===== src/rtl/m68k_bus_master.sv =====
// 68000-style bus master: S0..S7 cycle with DTACK/VPA/BERR termination, a
// free-running E clock for VPA (6800-style) cycles, and a bus-error timeout.
`timescale 1ns/1ps
module m68k_bus_master (
  input  logic        clk,
  input  logic        nRESET,
  input  logic        req,
  input  logic        rw,
  input  logic [22:0] addr,
  input  logic [1:0]  be,
  input  logic [15:0] wdata,
  output logic [15:0] rdata,
  output logic        ack,
  output logic        err,
  output logic        busy,
  output logic [22:0] A,
  output logic [15:0] D_out,
  output logic        D_oe,
  output logic        bus_oe,
  output logic        nAS,
  output logic        nUDS,
  output logic        nLDS,
  output logic        RW,
  output logic        E,
  output logic        nVMA,
  input  logic [15:0] D_in,
  input  logic        nDTACK,
  input  logic        nVPA,
  input  logic        nBERR,
  input  logic        nBGACK
);

  localparam logic [3:0] ST_IDLE  = 4'd0;
  localparam logic [3:0] ST_S0    = 4'd1;
  localparam logic [3:0] ST_S1    = 4'd2;
  localparam logic [3:0] ST_S2    = 4'd3;
  localparam logic [3:0] ST_S3    = 4'd4;
  localparam logic [3:0] ST_S4    = 4'd5;
  localparam logic [3:0] ST_S5    = 4'd6;
  localparam logic [3:0] ST_S6    = 4'd7;
  localparam logic [3:0] ST_S7    = 4'd8;
  localparam logic [3:0] ST_W     = 4'd9;
  localparam logic [3:0] ST_VWAIT = 4'd10;

  logic [3:0]  r_state;
  logic [3:0]  w_nxt;
  logic        r_rw;
  logic [22:0] r_addr;
  logic [1:0]  r_be;
  logic [15:0] r_wdata;
  logic [15:0] r_rdata;
  logic        r_fail;
  logic [4:0]  r_ecnt;
  logic [4:0]  w_ecnt_nxt;
  logic        r_e;
  logic        r_nvma;
  logic [7:0]  r_tmo;
  logic [1:0]  r_dtack_s;
  logic [1:0]  r_vpa_s;
  logic [1:0]  r_berr_s;

  logic w_start, w_dtack, w_vpa, w_tmo_hit, w_berr, w_fail_set, w_vpa_done;
  logic w_waiting, w_as_act, w_ds_act;

  assign w_start    = (r_state == ST_IDLE) && req && nBGACK && (be != 2'b00);
  assign w_dtack    = ~r_dtack_s[1];
  assign w_vpa      = ~r_vpa_s[1];
  assign w_tmo_hit  = (r_tmo == 8'hFF);
  // A timeout is treated exactly like an asserted BERR.
  assign w_berr     = ~r_berr_s[1] | w_tmo_hit;
  assign w_waiting  = (r_state == ST_S4) || (r_state == ST_W) || (r_state == ST_VWAIT);
  assign w_vpa_done = (r_state == ST_VWAIT) && !w_berr && (r_ecnt == 5'd19) && !r_nvma;
  assign w_fail_set = ((r_state == ST_S4) && w_berr) || ((r_state == ST_W) && w_tmo_hit) ||
                      ((r_state == ST_VWAIT) && w_berr);
  assign w_ecnt_nxt = (r_ecnt == 5'd19) ? 5'd0 : r_ecnt + 5'd1;

  always_comb begin
    w_nxt = r_state;
    unique case (r_state)
      ST_IDLE:  if (w_start) w_nxt = ST_S0;
      ST_S0:    w_nxt = ST_S1;
      ST_S1:    w_nxt = ST_S2;
      ST_S2:    w_nxt = ST_S3;
      ST_S3:    w_nxt = ST_S4;
      ST_S4: begin
        if (w_berr)       w_nxt = ST_S7;
        else if (w_dtack) w_nxt = ST_S5;
        else if (w_vpa)   w_nxt = ST_VWAIT;
        else              w_nxt = ST_W;
      end
      ST_W:     w_nxt = w_tmo_hit ? ST_S7 : ST_S4;
      ST_S5:    w_nxt = ST_S6;
      ST_S6:    w_nxt = ST_S7;
      ST_S7:    w_nxt = ST_IDLE;
      ST_VWAIT: if (w_berr || w_vpa_done) w_nxt = ST_S7;
      default:  w_nxt = ST_IDLE;
    endcase
  end

  always_ff @(posedge clk or negedge nRESET) begin
    if (!nRESET) begin
      r_state   <= ST_IDLE;
      r_rw      <= 1'b1;
      r_addr    <= '0;
      r_be      <= '0;
      r_wdata   <= '0;
      r_rdata   <= '0;
      r_fail    <= 1'b0;
      r_ecnt    <= '0;
      r_e       <= 1'b0;
      r_nvma    <= 1'b1;
      r_tmo     <= '0;
      r_dtack_s <= 2'b11;
      r_vpa_s   <= 2'b11;
      r_berr_s  <= 2'b11;
    end else begin
      r_state   <= w_nxt;
      r_dtack_s <= {r_dtack_s[0], nDTACK};
      r_vpa_s   <= {r_vpa_s[0], nVPA};
      r_berr_s  <= {r_berr_s[0], nBERR};
      r_ecnt    <= w_ecnt_nxt;
      r_e       <= (w_ecnt_nxt >= 5'd12);
      if (w_start) begin
        r_rw    <= rw;
        r_addr  <= addr;
        r_be    <= be;
        r_wdata <= wdata;
        r_fail  <= 1'b0;
      end else if (w_fail_set) begin
        r_fail  <= 1'b1;
      end
      if (r_state == ST_S2)
        r_tmo <= '0;
      else if (w_waiting && !w_tmo_hit)
        r_tmo <= r_tmo + 8'd1;
      // VMA is held only across the E-high phase that completes the VPA cycle.
      if ((r_state == ST_VWAIT) && (r_ecnt == 5'd11))
        r_nvma <= 1'b0;
      else if (((r_state == ST_VWAIT) && (w_nxt != ST_VWAIT)) || (r_state == ST_IDLE))
        r_nvma <= 1'b1;
      if (r_rw && (((r_state == ST_S6)) || w_vpa_done))
        r_rdata <= D_in;
    end
  end

  assign w_as_act = (r_state == ST_S2) || (r_state == ST_S3) || (r_state == ST_S4) ||
                    (r_state == ST_S5) || (r_state == ST_S6) || w_waiting;
  assign w_ds_act = r_rw ? w_as_act
                         : ((r_state == ST_S5) || (r_state == ST_S6) || w_waiting);

  assign busy   = (r_state != ST_IDLE);
  assign bus_oe = (r_state != ST_IDLE);
  assign RW     = (r_state == ST_IDLE) ? 1'b1 : r_rw;
  assign A      = r_addr;
  assign D_out  = r_wdata;
  assign D_oe   = !r_rw && (r_state != ST_IDLE) && (r_state != ST_S0) &&
                  (r_state != ST_S1) && (r_state != ST_S2);
  assign nAS    = ~w_as_act;
  assign nUDS   = ~(w_ds_act & r_be[1]);
  assign nLDS   = ~(w_ds_act & r_be[0]);
  assign ack    = (r_state == ST_S7) && !r_fail;
  assign err    = (r_state == ST_S7) && r_fail;
  assign rdata  = r_rdata;
  assign E      = r_e;
  assign nVMA   = r_nvma;

endmodule


===== config.mk =====
export PLATFORM = sky130hd
export DESIGN_NAME = m68k_bus_master
export DESIGN_NICKNAME = d
export VERILOG_FILES = /design/src/rtl/m68k_bus_master.sv
export SDC_FILE = /design/constraint.sdc
export NUM_CORES = 1
export LEC_CHECK = 0
export CORE_AREA = 2 2 91 93
export DETAILED_ROUTE_END_ITERATION = 16
export DIE_AREA = 0 0 93 95
export PLACE_DENSITY_LB_ADDON = 0.3
export SYNTH_ARGS = -nofsm -noshare
export SYNTH_HDL_FRONTEND = slang
export SYNTH_SLANG_ARGS = --single-unit

===== constraint.sdc =====
create_clock -name clk -period 6 [get_ports clk]
set_clock_uncertainty 0.15 [all_clocks]
set_input_delay 1.2 -clock clk [delete_from_list [all_inputs] [get_ports clk]]
set_output_delay 1.2 -clock clk [all_outputs]
set_load 0.02 [all_outputs]

# Word level (Yosys, flattened, before mapping)
# Index checks and enable logic that the tools add are counted.
[word_totals] register_bits=84 latchBits=0 ramBits=0 romBits=0 inputBits=65 out_inout_bits=66 elab_cells=101 mem_count=0
[op_classes] n_addsub=2 mul=0 div_mod_pow=0 magnitude_cmp=1 eq_ne=17 shifts=0 n_mux=16 bitwise_logic=7 n_reduce_logical=44
[ops] operator="one-hot mux 4 bit (10 select lines)" count=1
[ops] operator="two-way mux 4 bit" count=5
[ops] operator="logical AND 1 bit" count=19
[ops] operator="== test 4 x 3 -> 1 bit (second input constant)" count=4
[ops] operator="two-way mux 8 bit" count=2
[ops] operator="logical OR 1 bit" count=14
[ops] operator="== test 4 bit (second input constant)" count=3
[ops] operator="adder 8 x 1 -> 8 bit (second input constant)" count=1
[ops] operator="== test 4 x 2 -> 1 bit (second input constant)" count=2
[ops] operator="== test 8 bit (second input constant)" count=1
[ops] operator="!= test 4 x 2 -> 1 bit (second input constant)" count=2
[ops] operator="nonzero test 2 bit" count=4
[ops] operator="two-way mux 1 bit" count=6
[ops] operator="adder 5 x 1 -> 5 bit (second input constant)" count=1
[ops] operator="== test 5 x 4 -> 1 bit (second input constant)" count=1
[ops] operator="== test 5 bit (second input constant)" count=1
[ops] operator="greater-or-equal comparator 5 x 4 -> 1 bit (second input constant)" count=1
[ops] operator="zero test 1 bit" count=5
[ops] operator="two-way mux 5 bit" count=1
[ops] operator="== test 4 x 1 -> 1 bit (second input constant)" count=1
[ops] operator="zero test 4 bit" count=1
[ops] operator="!= test 4 x 1 -> 1 bit (second input constant)" count=1
[ops] operator="!= test 4 bit (second input constant)" count=1
[ops] operator="NOT 1 bit" count=4
[ops] operator="4 further kinds" count=5

# Logic depth before layout (Yosys ltp)
# Gate-level depths: netlist (run 1).
[depth] ltp_word=14 ltp_mapped=7 depth_no_buf=6

# Least setup slack after synthesis (run 1)
# No wires, ideal clock.
[synth_timing] path_kind="reg-to-output" from="register r_state[1]" to="output ack" arrival_time_ps=1442 t_required_ps=4650 slack_ps=3208 stages_incl_launch_ff=4 n_path_buf=1 path_cell_list="dfrtp_1 -> buf_2 -> nor2_1 -> nor4b_1"
[synth_via] elab_chain_len=2
[synth_lines] item="start, declared" line_no="45" source="logic [3:0] r_state;"
[synth_lines] item="start signal, assigned" line_no="117" source="r_state <= w_nxt;"
[synth_lines] item="== test 4 bit" line_no="161" source="assign ack = (r_state == ST_S7) && !r_fail;"
[synth_lines] item="logical AND 1 bit" line_no="161"
[synth_lines] item="end, declared" line_no="13" source="output logic ack,"
# Every way passes these cells.

# Worst setup path after layout (run 1)
[layout_timing] from="register r_state[0]" to="output RW"
[layout_via] elab_chain_len=2
[layout_lines] item="zero test 4 bit" line_no="153" source="assign RW = (r_state == ST_IDLE) ? 1'b1 : r_rw;"
[layout_lines] item="two-way mux 1 bit" line_no="153"
[layout_lines] item="end, declared" line_no="23" source="output logic RW,"
# Every way passes these cells.

==> results of run 1 <==
==> layout make-up <==
class                      instances  area, sq um
fill                             613         2760
inverter                           7         26.3
tap                              105          131
clock inverter                     5         61.3
timing repair buffer             130         1300
sequential                        84         2110
multi-input combinational        163         1410
clock buffer                      11          131
==> worst reg2reg max path, delay by kind of cell (launching register included) <==
| family | cells | cell delay (ps) |
|---|---|---|
| AOI/OAI and AO/OA | 1 | 1030 |
| DFF | 1 | 540 |
| and+or+nand+nor | 1 | 650 |
| muxes | 1 | 450 |
==> cell families after synthesis <==
| kind of cell | synth area share (%) |
|---|---|
| XOR/XNOR | 1.92 |
| AND/OR/NAND/NOR | 9.76 |
| AO/OA/AOI/OAI | 6.82 |
| adder cells (fa/ha/maj) | 1.03 |
| multiplexers | 18.9 |
| flip-flops | 57.8 |
| buffers and inverters | 3.73 |
==> worst paths after layout <==
path | from | end | cells after the start
max in group asynchronous | nRESET | rdata[15] | 1
max reg2reg | r_state[0] | A[3] | 3
min reg2reg | r_dtack_s[0] | r_dtack_s[1] | 0
max | r_state[0] | RW | 3
min | r_dtack_s[0] | r_dtack_s[1] | 0
min in group asynchronous | nRESET | D_out[1] | 1
==> registers in the layout, summed over array words and instances, names as in the netlist <==
name and flops:
r_tmo 8, r_berr_s 2, r_fail 1, r_dtack_s 2, r_vpa_s 2, r_be 2, A 23, r_ecnt 5
nVMA 1, rdata 16, r_rw 1, E 1, r_state 4, D_out 16
==> metrics by stage <==
step,instances,setup slack [ps]
global placement,489,2650
floorplan,267,3210
global route,505,2150
CTS,505,2300
detailed placement,489,2660
finish,505,2300
==> placed cells by master, fill, tap and decap left out, drive strengths merged, types with 2 or more instances in the layout <==
cell type      count
nor3b              2
nor4b              2
clkinvlp           3
and4bb             3
o21a               2
clkdlybuf4s50    129
xnor2              8
nor2              15
nor2b              4
nand2              8
ha                 3
a21oi              7
o211ai             2
dfstp              8
mux2              58
nor4               5
nand3              7
and2               2
clkbuf            11
nor3               4
inv                8
o21ai             12
dfrtp             76
==> metal layers <==
metal | share of wire, % | track usage, % | up-vias
met1 | 40 | 20.8 | 1267
met2 | 50 | 30.4 | 91
met4 | 1.5 | 7.97 | 0
met3 | 8.3 | 7.18 | 8
met5 | 0 | 0 | -
li1 | - | - | 1208
==> power breakdown <==
part | internal (mW) | switching, mW | total, mW | leakage, nW
registers | 0.791 | 0.149 | 0.941 | 1.01
logic | 0.642 | 0.543 | 1.19 | 1.03
clock network | 0.194 | 0.197 | 0.391 | 0.0862
==> results.cfg, run 1 <==
[job]
cap_violations = 0

[detailed_routing]
wire_per_inst_microns = 15.6
drtIter0Drc = 126
finalWirelength_microns = 7890
firstDrtPassIters = 4
vias_per_cell = 5.10
drc = 0
ant_nets = 0
num_vias = 2574

[global_route]
grt_pass1_vias = 2753
grt_start_max_net_pins = 85
antenna_found_initial = 0
gr-usage-all-layers_pct = 18.2
grt_remaining_overflow = 0
grt_pass1_wl_microns = 12600

[clock_tree]
cts_max_path_buffers = 2
cts_tree = yes
clk_transition_reported_paths_ps = 80
cts_buffers = 9
ctsRootBufferMaster = clkbuf_8
cts-hold-fix-buffers = 0
ctsResizeCount = 0
postCtsSetupRepairBufs = 0
clk_latency_ps = 340
cts_sinks = 84
htreeDepth = 3

[setup_path]
critical_path_peak_fanout = 16
cp.arrival_ps = 2350
crit_chain = nor4_1 > or2_2 > clkdlybuf4s50_1
critPathTopFamily = simple AND/OR/NAND/NOR gates
endpoint_kind = output pin
worst-path-buf-inv = 1
startpoint_type = flop
cp_slowest_cell = nor4_1
path_class = reg2out
cpPeakStageDelay_ps = 650
cp.required_ps = 4650
r2r_setup_slack_ps = 3060

[synth]
synth_area_per_cell_sq_um = 13.7
async_flop_share_pct = 100
ys_types = 47
ys_seq_area_share_pct = 57.8
synth_area_leader_cell = dfrtp_1
ys.flop_type = dfrtp_1
synth_fp_nets = 335
synthCells = 267
yosysMostFrequentCell = dfrtp_1
yosys_warnings = 0
synthTopCellsByCount = dfrtp_1 (76), mux2_2 (48), nor2_1 (15)
ys_top_cells_by_area = dfrtp_1 (52%), mux2_2 (15%), dfstp_2 (5.8%)
yosysTopAreaCellShare_pct = 52.1
netlist_area_sq_um = 3650
synth_edf_count = 0
yosys_register_bits = 84

[finish]
antennaDiodeCount = 0
nets = 463
final_core_util_pct = 65.2
finish.instance_area_sq_um = 5170
syn_to_final_growth_pct = 41.5
layout-drive-gt1-share_pct = 22.5

[timing]
min_period_ps = 3700
tns_ps = 0
slew_violations = 0
setup_viol = 0
worst_hold_slack_ps = 205
rsz0062_at_grt = false
slew_headroom_pct = 29.9
clock.fmax_mhz = 270
tightestPinTransition_ps = 1050
hold_viol_final = 0
post-route-period-util_pct = 61.7

[worst_hold_path]
hp-class = reg2reg

[status]
status = finished clean

[place]
place_area_sq_um = 4970
dp_hpwl_microns = 5690
gp_congestion = 0.881
numPortBuffers = 130

[floorplan]
dieArea_sq_um = 8840
core-area_sq_um = 7930
io_pins = 131
floorplan.initialDensity_pct = 46.1
rows = 33
die_h_microns = 95
die_w_microns = 93

[power_and_ir_drop]
powerDensity_nw_per_um2 = 487
p_total_mw = 2.52
p_leak_nw = 2.12
ir_worst_vdd_v = 0.000255
Power figures use the tool's default switching activity.
==> run 2, diff against run 1 <==
--- a/config.mk
+++ b/config.mk
@@ -5,9 +5,9 @@
 export SDC_FILE = /design/constraint.sdc
 export NUM_CORES = 1
 export LEC_CHECK = 0
-export CORE_AREA = 2 2 91 93
+export CORE_AREA = 2 2 94 96
 export DETAILED_ROUTE_END_ITERATION = 16
-export DIE_AREA = 0 0 93 95
+export DIE_AREA = 0 0 96 98
 export PLACE_DENSITY_LB_ADDON = 0.3
 export SYNTH_ARGS = -nofsm -noshare
 export SYNTH_HDL_FRONTEND = slang
==> constraint.sdc (replaced) <==
create_clock -name clk -period 3.75 [get_ports clk]
set_clock_uncertainty 0.15 [all_clocks]
set_input_delay 0.75 -clock clk [delete_from_list [all_inputs] [get_ports clk]]
set_output_delay 0.75 -clock clk [all_outputs]
set_load 0.02 [all_outputs]
==> run 2 against run 1 <==
Against the previous run:
- core utilization down 3.8 points
- total power up 59%
- register-to-register slack worse by 1800 ps
- first-iteration DRC count down 37%
- largest power group unchanged
==> results.cfg, run 2 (synthesis gave the netlist of run 1 again) <==
[finish]
final_cell_mix = clkdlybuf4s50_1 (129), dfrtp_1 (76), mux2_2 (48)
n_fill_cell = 685
syn_to_final_growth_pct = 42.2
nets = 467
finish.instance_area_sq_um = 5190
antennaDiodeCount = 0
final_common_cell = clkdlybuf4s50_1
largest_reg_flops = 23
layout-drive-gt1-share_pct = 23.5
instances_no_fill = 512

[place]
place_area_sq_um = 5020
placedCellCount = 496
gp_congestion = 0.882
numPortBuffers = 130
dp_hpwl_microns = 5820

[floorplan]
io_pins = 131
floorplan.initialDensity_pct = 43.1
die_w_microns = 96
rows = 34
die_h_microns = 98
core-area_sq_um = 8470
dieArea_sq_um = 9410

[power_and_ir_drop]
ir_worst_vdd_v = 0.000417
p_leak_nw = 2.14
p_sw_mw = 1.44
power_frac_seq_pct = 37.7
comb_power_share_pct = 47.8
p_int_mw = 2.55
p_clk_share_pct = 14.5
swShare_pct = 36.1
powerDensity_nw_per_um2 = 769

[clock_tree]
cts_sinks = 84
cts_tree = yes
cts-hold-fix-buffers = 0
ctsResizeCount = 0
postCtsSetupRepairBufs = 0
clk_latency_ps = 360
htreeDepth = 3
cts_buffers = 9
cts_max_path_buffers = 2
ctsRootBufferMaster = clkbuf_8
clk_transition_reported_paths_ps = 80

[timing]
min_period_ps = 3190
setup_viol = 0
clock.fmax_mhz = 313
tightestPinTransition_ps = 818
tns_ps = 0
rsz0062_at_grt = false
slew_violations = 0
slew_headroom_pct = 45.5
hold_viol_final = 0
post-route-period-util_pct = 85.2

[global_route]
grt_pass1_vias = 2652
grt_remaining_overflow = 0
antenna_found_initial = 0
gr-usage-all-layers_pct = 17.9
grt_start_max_net_pins = 67
grt_pass1_wl_microns = 13000

[setup_path]
critical_path_peak_fanout = 16
endpoint_kind = output pin
startpoint_type = flop
cp.required_ps = 2850
cp.arrival_ps = 2290
path_class = reg2out

[detailed_routing]
num_vias = 2601
wire_per_inst_microns = 15.4
drtIter0Drc = 79
vias_per_cell = 5.08
drc = 0
firstDrtPassIters = 5
ant_nets = 0
finalWirelength_microns = 7880

[status]
status = finished clean

[job]
cap_violations = 0

[worst_hold_path]
hp-class = reg2reg
==> run 2: cell count changes in the layout (fill, tap and decap cells not counted), sizes merged <==
cell and change:
buf +4, inv +2, bufinv -1, clkbuf -1, clkinv +1, clkinvlp -1
==> run 2: cell type report <==
cell class                 count  area, sq um  area share (%)
inverter                       7         26.3           0.506
timing repair buffer         134         1340            25.8
sequential                    84         2110            40.7
clock buffer                  10          128            2.46
tap                          108          135            2.60
multi-input combinational    163         1410            27.1
clock inverter                 6         46.3           0.891
==> run 2: through the flow <==
| stage | power (mW) | worst slack (ps) | utilization, % | hold slack, ps |
|---|---|---|---|---|
| final | 3.99 | 555 | 61.4 | 208 |
| after global routing | 4.24 | 361 | 61.4 | 217 |
| after CTS | 4.04 | 549 | 61.4 | 207 |
| after detailed placement | 3.45 | 955 | 59.3 | 197 |
| after global placement | 3.40 | 1010 | 59.3 | 196 |
| after floorplan | 2.54 | 1410 | - | 195 |
==> run 2: final timing paths <==
kind / slack, ps / endpoint / cells after the start / start
hold reg to reg: 210 / r_dtack_s[1] / 0 / r_dtack_s[0]
setup / recovery: 560 / nLDS / 5 / r_state[0]
hold / removal: 210 / r_dtack_s[1] / 0 / r_dtack_s[0]
min in group asynchronous: 330 / rdata[10] / 1 / nRESET
setup reg to reg: 1260 / D_out[12] / 5 / r_state[3]
max in group asynchronous: 2350 / r_berr_s[1] / 2 / nRESET
==> run 2: layer usage <==
layer  global-route usage (%)  wire length [microns]  vias to the layer above
met3                     5.56                    578                       13
met4                     8.24                    186                        0
li1                         -                      -                     1218
met5                        0                      0                        -
met2                     27.6                   3900                      105
met1                     22.8                   3220                     1265
==> run 2: critical path, stage by stage, from the launching register on <==
cell             delay [ps]
dfrtp_1                 590
nor2b_1                 370
o211ai_1                170
o21ai_0                 180
nand2_1                 100
clkdlybuf4s50_1         540
==> run 2: power groups by stage <==
stage          Clock, mW  Combinational [mW]  Sequential, mW
6_report           0.578                1.91            1.51
5_1_grt            0.644                2.03            1.56
4_1_cts            0.603                1.93            1.51
3_5_place_dp           0                1.92            1.52
3_3_place_gp           0                1.90            1.50
2_1_floorplan          0               0.698            1.84
==> run 3, diff against run 2 <==
--- a/config.mk
+++ b/config.mk
@@ -5,6 +5,7 @@
 export SDC_FILE = /design/constraint.sdc
 export NUM_CORES = 1
 export LEC_CHECK = 0
+export ABC_CLOCK_PERIOD_IN_PS = 3750
 export CORE_AREA = 2 2 94 96
 export DETAILED_ROUTE_END_ITERATION = 16
 export DIE_AREA = 0 0 96 98
==> results of run 3 <==
The final DEF is identical to that of run 2; final timing and power are the same.
